==> config.mk <==
export PLATFORM = sky130hd
export DESIGN_NAME = blake_round_ctrl
export DESIGN_NICKNAME = d
export VERILOG_FILES = /design/src/rtl/blake_round_ctrl.sv
export SDC_FILE = /design/constraint.sdc
export NUM_CORES = 1
export LEC_CHECK = 0
export ABC_AREA = 1
export BUFFER_PORTS_ARGS = -buffer_cell sky130_fd_sc_hd__buf_2
export CORE_AREA = 2 2 498 500
export DETAILED_ROUTE_END_ITERATION = 8
export DIE_AREA = 0 0 500 502
export GPL_TIMING_DRIVEN = 0
export SLEW_MARGIN = 30
export SYNTH_ARGS = -nofsm -noshare
export SYNTH_HDL_FRONTEND = slang
export SYNTH_SLANG_ARGS = --single-unit
==> constraint.sdc <==
create_clock -name clk -period 1.73 [get_ports clk]
set_clock_uncertainty 0.1 [all_clocks]
set_input_delay 0.0865 -clock clk [delete_from_list [all_inputs] [get_ports clk]]
set_output_delay 0.0865 -clock clk [all_outputs]
set_load 0.01 [all_outputs]
==> src/rtl/blake_round_ctrl.sv <==
// BLAKE-512 round sequencer: holds one header and strobes init, ROUNDS*4 steps and finalize.
// Latency: out_valid at accept + 3 + ROUNDS*4*G_LAT; out_valid holds until out_ready, and no new header is taken meanwhile.
module blake_round_ctrl #(
  parameter int ROUNDS = 16,
  parameter int G_LAT  = 1
) (
  input  logic         clk,
  input  logic         rst,
  input  logic         in_valid,
  output logic         in_ready,
  input  logic [639:0] msg_in,
  output logic [639:0] msg_out,
  output logic [5:0]   counter_idx,
  output logic         v_init_en,
  output logic         step_en,
  output logic         fin_en,
  output logic         busy,
  output logic         out_valid,
  input  logic         out_ready
);

  localparam logic [5:0] LAST_IDX  = 6'(ROUNDS * 4 - 1);
  localparam logic [2:0] LAST_WAIT = 3'(G_LAT - 1);

  typedef enum logic [2:0] {IDLE, INIT, ROUND, FIN, OUT} state_t;

  state_t     state, state_nxt;
  logic [2:0] wait_cnt;
  logic       accept;
  logic       step_due;
  logic       last_step;

  assign accept    = (state == IDLE) && in_valid;
  assign step_due  = (state == ROUND) && (wait_cnt == LAST_WAIT);
  assign last_step = (counter_idx == LAST_IDX);

  always_ff @(posedge clk) begin
    if (rst) state <= IDLE;
    else     state <= state_nxt;
  end

  // Every output is a decode of the state register or the wait counter.
  always_comb begin
    state_nxt = state;
    in_ready  = 1'b0;
    v_init_en = 1'b0;
    step_en   = 1'b0;
    fin_en    = 1'b0;
    out_valid = 1'b0;
    busy      = 1'b1;
    case (state)
      IDLE: begin
        in_ready = 1'b1;
        busy     = 1'b0;
        if (in_valid) state_nxt = INIT;
      end
      INIT: begin
        v_init_en = 1'b1;
        state_nxt = ROUND;
      end
      ROUND: begin
        step_en = step_due;
        if (step_due && last_step) state_nxt = FIN;
      end
      FIN: begin
        fin_en    = 1'b1;
        state_nxt = OUT;
      end
      OUT: begin
        out_valid = 1'b1;
        if (out_ready) state_nxt = IDLE;
      end
      default: begin
        busy      = 1'b0;
        state_nxt = IDLE;
      end
    endcase
  end

  // Final step leaves counter_idx parked on the last index for the consumer.
  always_ff @(posedge clk) begin
    if (rst) begin
      msg_out     <= '0;
      counter_idx <= '0;
      wait_cnt    <= '0;
    end else if (accept) begin
      msg_out     <= msg_in;
      counter_idx <= '0;
      wait_cnt    <= '0;
    end else if (state == ROUND) begin
      if (step_due) begin
        wait_cnt <= '0;
        if (!last_step) counter_idx <= counter_idx + 6'd1;
      end else begin
        wait_cnt <= wait_cnt + 3'd1;
      end
    end else if ((state == OUT) && out_ready) begin
      counter_idx <= '0;
    end
  end

endmodule

==> impl_metrics.json <==
{
  "outcome": "finished with violations",
  "violations": "negative setup slack",
  "cts_buffers": 82,
  "synth_compound_area_share_pct": 13.8,
  "drt-pass1-iter-count": 8,
  "grt_max_degree": 14,
  "yosysUniqueCellTypes": 24,
  "cts_root_buf": "clkbuf_16",
  "synthAdderAreaFrac_pct": 0.159,
  "syn_area_sq_um": 23700,
  "drc": 0,
  "post-place-ws_ns": -1.26,
  "worstReg2RegStart": "state[0]$_SDFFE_PP0P_",
  "place_congestion": 1.05,
  "ys_ff_latch": 652,
  "layout_setup_ws_ns": -0.294,
  "area_delta_synth_final_pct": 95.0,
  "start_kind": "flip-flop",
  "p_per_area_nw_per_um2": 1180,
  "insertion_delay_ns": 0.72,
  "ir_drop_mv": 0.789,
  "crit_chain": "inv_4 -> nand2_4 -> nor2_4 -> buf_12 -> nand2_8 -> buf_16 -> buf_16 -> buf_12 -> buf_8 -> nand2_2 -> a21oi_2",
  "hp-start": "in_valid",
  "antenna_found_initial": 113,
  "cts_hold_buffers": 687,
  "max-cap-violations": 0,
  "worstSetupPathType": "flip-flop to flip-flop",
  "yosysTopAreaCellShare_pct": 55.1,
  "start_util_pct": 9.65,
  "critPathCaptureType": "flip-flop",
  "die-area_sq_um": 251000,
  "grt_pass1_wl_um": 293000,
  "syn_area_per_cell_sq_um": 8.02,
  "yosys-top-cells-area": "dfxtp_1 (55%), a21oi_1 (14%), nand3_1 (14%), nand2_1 (11%), buf_2 (2.9%)",
  "n_fill_cell": 27300,
  "synth_mux_area_share_pct": 0,
  "slowest_delay_ns": 0.36,
  "ys_seq_area_share_pct": 55.1,
  "timing.final.crit_period_ns": 2.02,
  "finalSetupViolCount": 652,
  "hold_path_class": "input port to flip-flop",
  "synth-xor-area-share_pct": 0.0370,
  "final-hold-violation-count": 0,
  "min_path_cells": 5,
  "critPathMaxFanout": 6,
  "rsz0062_at_grt": "yes",
  "drtIter0Drc": 2895,
  "p_leak_nw": 19.6,
  "final_max_slew_viol_count": 0,
  "path_clk_slew_ns": 0.06,
  "worst_slew_pin_slew_ns": 1.06,
  "synth_top_family_by_area": "simple AND/OR/NAND/NOR gates",
  "slowest_stage": "dfxtp_4",
  "io_buffers": 1294,
  "die-height_um": 502,
  "cts.sinks": 652,
  "io_pins": 1296,
  "syn_nets": 3600,
  "via_per_inst": 3.82,
  "critPathRequiredTime_ns": 2.21,
  "cts_tree": "yes",
  "hold_end": "counter_idx[2]$_SDFFE_PP0P_",
  "yosysTopAreaCell": "dfxtp_1",
  "ant_nets": 0,
  "min_period_over_period_pct": 117,
  "final_nets": 5695,
  "die_w_um": 500,
  "cp.arrival_ns": 2.50,
  "power_mw": 54.5,
  "rows": 182,
  "grt_pass1_vias": 30900,
  "rr_endpoint": "msg_out[412]$_SDFFE_PP0P_",
  "drive_gt1_share_pct": 35.3,
  "grt_use_total_pct": 17.7,
  "yosysWarnings": 0,
  "vias": 32100,
  "ctsLongestPathBuffers": 3,
  "ff2ff_setup_slack_ns": -0.29,
  "slew_headroom_pct": 29.5,
  "ctsHtreeMaxLevel": 3,
  "netlist_instances": 2953,
  "avgRoutedWirePerCell_um": 28.1,
  "dp_hpwl_um": 194000,
  "clock.fmax_mhz": 494,
  "core_area_sq_um": 245000,
  "wirelength_um": 236000,
  "worstRegToRegCells": 11,
  "gr-total-overflow": 0,
  "synthSimpleGateAreaFrac_pct": 24.9
}
-- flip-flops by register name, summed over array words and instances, names as in the netlist --
signal / flops
state: 3
wait_cnt: 3
counter_idx: 6
msg_out: 640
-- cell usage after synthesis --
cell type  instances
o21a_1             1
nand3b_1           1
nand2_2            2
xor2_1             1
nand2_1          671
a21oi_1          647
dfxtp_1          652
inv_2              3
ha_1               3
clkbuf_1         121
nor2_4             1
buf_4             19
o21ai_1            1
nor3_1             5
buf_6              4
o21ai_4            1
buf_1              4
nand4_1            1
buf_2            137
nand3_1          647
inv_1             18
nand2_4            1
nand3_2            1
nor2_1            11
-- layout by cell type, fill, tap and decap left out, types with 17 or more instances in the layout --
cell type / n
nand3_1: 587
clkbuf_1: 118
clkbuf_16: 94
dlygate4sd3_1: 687
diode_2: 60
inv_1: 17
nand3_2: 47
nand2_2: 29
clkbuf_8: 19
dfxtp_1: 649
buf_2: 1348
buf_12: 17
a21oi_2: 59
buf_6: 25
clkbuf_2: 19
buf_4: 44
a21oi_1: 588
nand2_1: 637
buf_8: 20
-- where the power goes --
part	total (mW)	leakage (nW)	internal [mW]	switching, mW
clock network	18.5	1.37	10.6	7.94
logic	18.3	12.9	6.72	11.5
registers	17.7	5.35	16.7	1.01
total	54.5	19.6	34.0	20.5
-- kinds of logic (layout without fill, tap and decap cells) --
group	count (synthesis)	in the layout
buf+inv	306	2467
flops	652	652
other cells	0	60
compound gates	650	650
simple gates	1341	1341
fa+ha+maj	3	3
xor+xnor	1	1
-- worst max-delay path, delay by kind of cell, from the launching register on --
kind	cells	cell delay [ns]
flops	1	0.36
compound gates	1	0.05
buf+inv	6	0.91
simple gates	4	0.39
-- metal layers --
metal | wire [um] | GRT usage, %
met5 | 410 | 0.598
met3 | 33300 | 10.2
met1 | 79000 | 17.4
met2 | 108000 | 28.9
met4 | 16000 | 10.1
-- cell type report --
type	instances	area (sq um)	area share, %
clock buffers	121	2430	5.27
multi-input cells	1995	9990	21.6
flip-flops and latches	652	13100	28.3
clock inverters	29	393	0.851
repair buffers	2012	14000	30.3
well taps	3220	4030	8.73
plain buffers	284	2030	4.40
diodes	60	150	0.325
inverters	21	83.8	0.182
-- worst max-delay path by stage --
stage | slack [ns] | startpoint | to | cells after the start
2_1_floorplan | 0.22 | state[1]$_SDFFE_PP0P_ | counter_idx[5]$_SDFFE_PP0P_ | 6
3_3_place_gp | -2.77 | rst | msg_out[468]$_SDFFE_PP0P_ | 5
3_5_place_dp | -1.26 | state[0]$_SDFFE_PP0P_ | msg_out[470]$_SDFFE_PP0P_ | 8
4_1_cts | -0.35 | state[2]$_SDFFE_PP0P_ | in_ready | 6
5_1_grt | -0.34 | state[0]$_SDFFE_PP0P_ | msg_out[556]$_SDFFE_PP0P_ | 10
6_report | -0.29 | state[0]$_SDFFE_PP0P_ | msg_out[412]$_SDFFE_PP0P_ | 11
-- stage by stage --
stage               hold slack (ns)  cells  TNS (ns)  cell area, sq um  utilization, %
finish                      0.00456   8394   -114.53             46200            18.8
global route                -0.0296   8372   -152.17             46100            18.8
floorplan                     0.151   2953         0             23700               -
global placement              0.261   7467   -795.23             34200            13.9
CTS                      0.00000583   8322   -142.89             45000            18.4
detailed placement            0.264   7469   -470.95             34200            14.0
-- timing repair --
item | 4_1_cts | 5_1_grt
pin swaps | 12 | 69
hold endpoints to repair | 649 | 4
cloned | 6 | 9
setup endpoints to repair | 663 | 660
setup buffers | 11 | 3
gates resized for setup | 234 | 195
Note: power is estimated with default switching activity, not from simulation.
